==> config.mk <==
export PLATFORM = sky130hd
export DESIGN_NAME = regfile_sequencer
export DESIGN_NICKNAME = d
export VERILOG_FILES = /design/src/rtl/regfile_sequencer.sv
export SDC_FILE = /design/constraint.sdc
export NUM_CORES = 1
export LEC_CHECK = 0
export CAP_MARGIN = 20
export CORE_MARGIN = 2
export CORE_UTILIZATION = 47
export CTS_CLUSTER_SIZE = 24
export DETAILED_ROUTE_END_ITERATION = 12
export PLACE_DENSITY = 0.87
export SLEW_MARGIN = 20
export SYNTH_ARGS = -nofsm -noshare
export SYNTH_HDL_FRONTEND = slang
export SYNTH_SLANG_ARGS = --single-unit
==> constraint.sdc <==
create_clock -name Clk -period 4.5 [get_ports Clk]
set_input_delay 0.9 -clock Clk [delete_from_list [all_inputs] [get_ports Clk]]
set_output_delay 0.9 -clock Clk [all_outputs]
set_load 0.02 [all_outputs]
==> src/rtl/regfile_sequencer.sv <==
// Decodes 16-bit instruction words into datapath controls. Done is 2 cycles after the last accepted word.
// In_Ready is high only in IDLE and IMM (low in IMM while Flush is high), so words are held off while an op is in flight.
module regfile_sequencer #(
  parameter int CNT_W = 8
) (
  input  logic             Clk,
  input  logic             Rst,
  input  logic [15:0]      In_Data,
  input  logic             In_Valid,
  output logic             In_Ready,
  input  logic             Flush,
  input  logic [15:0]      RdestOut,
  input  logic [4:0]       Flags,
  output logic [3:0]       RdestLoc,
  output logic [3:0]       RsrcLoc,
  output logic [4:0]       OpCode,
  output logic [15:0]      Imm,
  output logic             Imm_s,
  output logic             En,
  output logic             RfRst,
  output logic [15:0]      Result,
  output logic [4:0]       Flags_q,
  output logic             Done,
  output logic             Busy,
  output logic [CNT_W-1:0] Retired
);

  typedef enum logic [2:0] {
    S_IDLE,
    S_IMM,
    S_EXEC,
    S_CLR,
    S_CAPT
  } state_t;

  state_t           r_state;
  state_t           w_next;
  logic             w_ready;
  logic             w_accept;
  logic             w_clr_op;
  logic             w_unused_bits;
  logic             r_from_clr;
  logic [3:0]       r_rdest;
  logic [3:0]       r_rsrc;
  logic [4:0]       r_opcode;
  logic [15:0]      r_imm;
  logic             r_imm_s;
  logic [15:0]      r_result;
  logic [4:0]       r_flags;
  logic [CNT_W-1:0] r_retired;

  // Flush wins over a same-cycle accept in IMM, so the word is never taken.
  assign w_ready       = (r_state == S_IDLE) || ((r_state == S_IMM) && !Flush);
  assign w_accept      = In_Valid && w_ready;
  assign w_clr_op      = (In_Data[15:11] == 5'b11111);
  assign w_unused_bits = ^In_Data[1:0];

  always_ff @(posedge Clk or negedge Rst) begin
    if (!Rst) begin
      r_state <= S_IDLE;
    end else begin
      r_state <= w_next;
    end
  end

  always_comb begin
    w_next = r_state;
    En     = 1'b0;
    RfRst  = 1'b0;
    Done   = 1'b0;
    unique case (r_state)
      S_IDLE: begin
        if (w_accept) begin
          if (w_clr_op)        w_next = S_CLR;
          else if (In_Data[10]) w_next = S_IMM;
          else                  w_next = S_EXEC;
        end
      end
      S_IMM: begin
        if (Flush)         w_next = S_IDLE;
        else if (w_accept) w_next = S_EXEC;
      end
      S_EXEC: begin
        En     = 1'b1;
        w_next = S_CAPT;
      end
      S_CLR: begin
        RfRst  = 1'b1;
        w_next = S_CAPT;
      end
      S_CAPT: begin
        Done   = 1'b1;
        w_next = S_IDLE;
      end
      default: w_next = S_IDLE;
    endcase
  end

  always_ff @(posedge Clk or negedge Rst) begin
    if (!Rst) begin
      r_from_clr <= 1'b0;
      r_rdest    <= '0;
      r_rsrc     <= '0;
      r_opcode   <= '0;
      r_imm      <= '0;
      r_imm_s    <= 1'b0;
      r_result   <= '0;
      r_flags    <= '0;
      r_retired  <= '0;
    end else begin
      if ((r_state == S_IDLE) && w_accept) begin
        r_from_clr <= w_clr_op;
        if (!w_clr_op) begin
          r_opcode <= In_Data[15:11];
          r_imm_s  <= In_Data[10];
          r_rdest  <= In_Data[9:6];
          r_rsrc   <= In_Data[5:2];
          if (!In_Data[10]) r_imm <= '0;
        end
      end
      if ((r_state == S_IMM) && w_accept) begin
        r_imm <= In_Data;
      end
      // A clear completes like an instruction but does not count as retired.
      if (r_state == S_CAPT) begin
        if (r_from_clr) begin
          r_result <= '0;
          r_flags  <= '0;
        end else begin
          r_result  <= RdestOut;
          r_flags   <= Flags;
          r_retired <= r_retired + {{(CNT_W-1){1'b0}}, 1'b1};
        end
      end
    end
  end

  assign In_Ready = w_ready;
  assign Busy     = (r_state != S_IDLE);
  assign RdestLoc = r_rdest;
  assign RsrcLoc  = r_rsrc;
  assign OpCode   = r_opcode;
  assign Imm      = r_imm;
  assign Imm_s    = r_imm_s;
  assign Result   = r_result;
  assign Flags_q  = r_flags;
  assign Retired  = r_retired;

endmodule

==> results of run 1 <==
[cells in the mapped netlist]
cell	number	share of area, %
a21oi_4	1	0.58
xor2_1	1	0.31
nand2_1	26	3.5
buf_6	2	0.80
mux2_4	7	3.8
buf_8	1	0.54
nand3_1	18	3.2
clkbuf_1	12	1.6
o21ai_0	45	8.1
nor2b_1	2	0.45
or3b_2	1	0.31
buf_4	1	0.27
a311oi_1	2	0.63
o21ai_2	9	2.8
a21oi_1	3	0.54
or2_2	1	0.22
a211oi_4	1	0.72
xnor2_1	6	1.9
buf_12	1	0.72
nand4_1	2	0.45
mux2_2	5	2.0
ha_1	1	0.45
and2_1	2	0.45
or4b_2	1	0.36
dfrtp_1	63	56
nor4b_2	2	1.1
inv_1	3	0.40
or3_2	1	0.27
and4_1	2	0.63
or4b_1	1	0.36
and2b_2	1	0.31
and3_1	1	0.22
o22a_2	3	1.1
nand2b_1	21	4.7
[power groups by stage]
stage                     registers (W)  clock network [W]  logic [W]
after CTS                      0.000914           0.000422    0.00108
after global routing           0.000942           0.000445    0.00116
after detailed placement       0.000917                  0    0.00108
after floorplan                 0.00115                  0   0.000316
after global placement         0.000915                  0    0.00106
final                          0.000913           0.000408    0.00107
[registers in the layout, summed over array words and instances (netlist names)]
register,cells
Flags_q,5
Imm,16
Imm_s,1
OpCode,5
RdestLoc,4
Result,16
Retired,8
RsrcLoc,4
r_from_clr,1
r_state,3
[path summary, 6_finish.rpt]
check                                start         end  slack (ps)
max in group asynchronous              Rst   Result[5]        3240
worst min register to register  Retired[7]  Retired[7]         470
worst max register to register  r_state[0]      Imm[2]        2100
min in group asynchronous              Rst  Retired[4]         730
worst min-delay path            Retired[7]  Retired[7]         470
worst max-delay path            r_state[0]        Done        1240
[cell type report]
| class | count | area share [%] |
|---|---|---|
| timing repair buffer | 107 | 26.5 |
| tap | 75 | 2.35 |
| inverter | 3 | 0.282 |
| clock buffer | 14 | 3.82 |
| multi-input combinational | 166 | 27.5 |
| clock inverter | 1 | 0.125 |
| sequential | 63 | 39.4 |
[worst max-delay path, cell delays in order (launching register included)]
cell and delay, ps:
dfrtp_1 480, or3b_2 810, inv_1 130, clkdlybuf4s50_1 600
[per-stage QoR]
stage / cell area [sq um] / hold WS (ps)
4_1_cts: 4000 / 476
6_report: 4000 / 470
2_1_floorplan: 2800 / 577
3_3_place_gp: 3840 / 460
3_5_place_dp: 3840 / 468
5_1_grt: 4000 / 500
[routing by layer]
layer,global-route usage (%),vias to the layer above,part of all wire [%]
li1,-,1063,-
met1,26.3,1030,42
met2,34.0,104,47
met3,7.89,10,10
met4,7.12,0,1.1
met5,0,-,0
[cells by family (layout without fill, tap and decap cells)]
group	Yosys count	in the layout	synth area share [%]
fa+ha+maj	1	1	0.447
simple gates	82	82	16.5
xor+xnor	7	7	2.19
mux	12	12	5.77
flops	63	63	56.4
compound gates	64	64	14.4
buf+inv	20	125	4.34
==> metrics.yaml, run 1 <==
run_status:
  status: "finished clean"
clocking:
  root_buffer: "clkbuf_8"
  cts_made_buffers: 9
  cts_setup_buffers: 0
  cts_tree: "built"
  htree_num_levels: 3
  worstSkewPairLatency_ps: 320
  cts_resized: 0
  postCtsHoldBufs: 0
  clockBufferDepth: 2
  cts.sinks: 63
  clk_pin_slew_ps: 60
final_layout:
  fin_cells: 429
  num_antenna_cells: 0
  fin_util_pct: 68.3
  fin_nets: 392
  areaGrowthSynthToFinish_pct: 42.9
  layout_common_cells: "clkdlybuf4s50_1, dfrtp_1, o21ai_0, nand2_1, nand2b_1"
  multiInputGateArea_sq_um: 1100
  drive_gt1_share_pct: 13.6
  final_common_cell: "clkdlybuf4s50_1"
  n_fill_cell: 451
  area.sequential_sq_um: 1580
global_routing:
  grt.overflow.total: 0
  grt_start_max_net_pins: 64
  grt_pass1_vias: 2165
  grtUsageTotal_pct: 21.1
  antenna_found_initial: 0
  grt_pass1_wl_mm: 10.5
synthesis:
  synth_area_per_cell_sq_um: 11.2
  yosys_warnings: 0
  syn_nets: 291
  syn_inst: 249
  ys_seq_area_share_pct: 56.4
  synth_cell_types: 34
  netlist_area_sq_um: 2800
  synth.ff_latch_count: 63
power:
  swShare_pct: 36.1
  vdd_drop_max_v: 0.000360
  pwr-share-seq_pct: 38.2
  pwr-share-comb_pct: 44.8
  p_leak_nw: 1.70
  finalPower_w: 0.00239
  p_int_w: 0.00153
  powerDensity_nw_per_um2: 598
  p_clk_share_pct: 17.0
  switchingPower_w: 0.000863
sta:
  tightest_slew_ps: 947
  setup_slack_ps: 1240
  clock_skew_ps: 3.41
  clock.fmax_ghz: 0.307
  finalSetupViolCount: 0
  timing.final.crit_share_pct: 72.4
  setup_tns_ps: 0
  slew_headroom_pct: 36.7
  grt_setup_unrepaired: "false"
  final-max-slew-violation-count: 0
  period_minus_slack_ps: 3260
  hold_violations: 0
die:
  initial_core_util_pct: 47.8
  core_area_sq_um: 5850
  die_w_microns: 81.2
  io_pins: 105
  fp.dieH_microns: 81.2
  die-area_sq_um: 6590
  num_rows: 28
placed_design:
  dp_hpwl_mm: 4.44
  gp_congestion: 0.739
  placed_cells: 414
  dp_slack_ps: 1050
  port-buffer-count: 104
worst_setup_path:
  end_kind: "output port"
  critPathLaunchType: "flop"
  worst_ep_arrival_time_ps: 2360
  cp.required_ps: 3600
  rr_worst_depth: 3
  cp_max_fo: 43
  worstSetupPathType: "reg -> out"
detailed_routing:
  routed_wl_mm: 6.45
  drc: 0
  drt_iter0_drc: 109
  firstDrtPassIters: 4
  wl_per_cell_microns: 15.0
  final_antenna_net_count: 0
  vias: 2207
  routed_via_density: 5.14
min_path:
  min_path_type: "reg -> reg"
  whs_path_depth: 1
flow_run:
  drv_cap: 0
Note: power is estimated with default switching activity, not from simulation.
==> run 2, diff against run 1 <==
--- a/config.mk
+++ b/config.mk
@@ -7,10 +7,10 @@
 export LEC_CHECK = 0
 export CAP_MARGIN = 20
 export CORE_MARGIN = 2
-export CORE_UTILIZATION = 47
+export CORE_UTILIZATION = 40
 export CTS_CLUSTER_SIZE = 24
 export DETAILED_ROUTE_END_ITERATION = 12
-export PLACE_DENSITY = 0.87
+export PLACE_DENSITY = 0.79
 export SLEW_MARGIN = 20
 export SYNTH_ARGS = -nofsm -noshare
 export SYNTH_HDL_FRONTEND = slang
==> constraint.sdc (replaced) <==
create_clock -name Clk -period 2.9 [get_ports Clk]
set_input_delay 0.58 -clock Clk [delete_from_list [all_inputs] [get_ports Clk]]
set_output_delay 0.58 -clock Clk [all_outputs]
set_load 0.02 [all_outputs]
==> run 2 against run 1 <==
Compared with the run above:
- first-iteration DRC count decreased by 23%
- routed wire length increased by 4.9%
- clock power increased by 84%
- non-clock buffer count increased by 5
- final cell count increased by 6.3%
- clock-buffer cell count decreased by 2
- clock skew increased by 4.0 ps
- core utilization decreased by 7.9 points
- sequential power increased by 56%
- sequential share of layout area decreased by 1.0 points
- largest cell class unchanged
- largest power group unchanged
- highest routed layer unchanged
==> metrics.yaml, run 2 (same netlist as run 1, synthesis figures left out) <==
run_status:
  status: "finished clean"
detailed_routing:
  met2_length_mm: 3.15
  final_antenna_net_count: 0
  met1_length_mm: 3.00
  drc: 0
  routed_via_density: 4.92
  firstDrtPassIters: 4
  drt_iter0_drc: 84
  routed_wl_mm: 6.77
  top_layer: "met4"
  wl_met3_microns: 525
  wl_per_cell_microns: 14.8
  vias: 2245
final_layout:
  fin_util_pct: 60.4
  drive_gt1_share_pct: 15.6
  layout_common_cells: "clkdlybuf4s50_1, dfrtp_1, o21ai_0, nand2_1, nand2b_1"
  fin_nets: 397
  fin_cells: 456
  areaGrowthSynthToFinish_pct: 46.8
  multiInputGateArea_sq_um: 1100
  area.sequential_sq_um: 1580
  num_antenna_cells: 0
  design_area_sq_um: 4110
  final_common_cell: "clkdlybuf4s50_1"
  n_fill_cell: 566
global_routing:
  antenna_found_initial: 0
  grtUsageTotal_pct: 18.3
  grt.overflow.total: 0
  grt_pass1_wl_mm: 11.0
  grt_pass1_vias: 2329
  grt_start_max_net_pins: 64
clocking:
  worstSkewPairLatency_ps: 330
  root_buffer: "clkbuf_8"
  cts_tree: "built"
  cts_setup_buffers: 0
  cts.sinks: 63
  postCtsHoldBufs: 0
  clk_pin_slew_ps: 60
  clockBufferDepth: 2
  htree_num_levels: 3
  cts_made_buffers: 9
  cts_resized: 0
sta:
  period_minus_slack_ps: 2600
  grt_setup_unrepaired: "false"
  finalSetupViolCount: 0
  final-max-slew-violation-count: 0
  setup_tns_ps: 0
  hold_violations: 0
  clock_skew_ps: 7.42
  clock.fmax_ghz: 0.385
  tightest_slew_ps: 703
  timing.final.crit_share_pct: 89.7
  slew_headroom_pct: 53.0
worst_setup_path:
  cp.required_ps: 2320
  rr_worst_depth: 5
  slowest_stage: "clkdlybuf4s50_1"
  critPathLaunchType: "flop"
  cp_cell_sequence: "or3b_2, inv_1, clkdlybuf4s50_1"
  worst_ep_arrival_time_ps: 2020
  cp_max_fo: 11
  worstSetupPathType: "reg -> out"
  r2r_setup_slack_ps: 920
  end_kind: "output port"
  critPathMaxStageDelay_ps: 620
placed_design:
  placed_area_sq_um: 3920
  gp_congestion: 0.754
  placed_cells: 440
  port-buffer-count: 104
  dp_hpwl_mm: 4.62
power:
  p_leak_nw: 1.75
  finalPower_w: 0.00385
  vdd_drop_max_v: 0.000478
  powerDensity_nw_per_um2: 937
die:
  io_pins: 105
  fp.dieH_microns: 87.6
  initial_core_util_pct: 41.2
  num_rows: 30
  die-area_sq_um: 7680
  core_area_sq_um: 6790
  die_w_microns: 87.6
flow_run:
  drv_cap: 0
min_path:
  min_path_type: "in -> async"
[run 2: changes by cell type in the layout (fill, tap and decap cells not counted)]
cell and change:
buf_12 +1, buf_4 +4, bufinv_16 +1, clkbuf_1 -2, clkinv_2 +2
[run 2: cell type report]
cell class,count,share of cell area [%]
flip-flops and latches,63,38.4
repair buffers,112,27.0
clock inverters,4,1.10
multi-input cells,166,26.8
clock buffers,12,3.53
inverters,3,0.274
well taps,96,2.93
[run 2: path summary, 6_finish.rpt]
path,from,endpoint
max reg2reg,r_state[0],Imm[5]
max,r_state[0],Done
max in group asynchronous,Rst,Flags_q[2]
min,Rst,Imm[3]
min reg2reg,Result[3],Result[3]
min in group Clk,Result[3],Result[3]
[run 2: metrics by stage]
stage / hold WS [ps] / worst slack [ps]
detailed placement: 470 / 422
finish: 241 / 300
global route: 263 / 190
floorplan: 284 / 858
global placement: 464 / 476
CTS: 256 / 274
[run 2: report_power, final]
part           internal (W)  total, W  switching, W
Clock              0.000417  0.000751      0.000334
Sequential          0.00120   0.00142      0.000215
Combinational      0.000855   0.00168      0.000826
Total               0.00247   0.00385       0.00137
[run 2: critical path, delay by kind of cell (launching register included)]
family,cells,cell delay [ps]
buffers and inverters,2,690
DFF,1,490
and+or+nand+nor,1,520
[run 2: layer usage]
metal / up-vias / track usage, %
met5: - / 0
met4: 0 / 8.39
met3: 9 / 5.75
met2: 97 / 28.4
met1: 1065 / 23.4
li1: 1074 / -
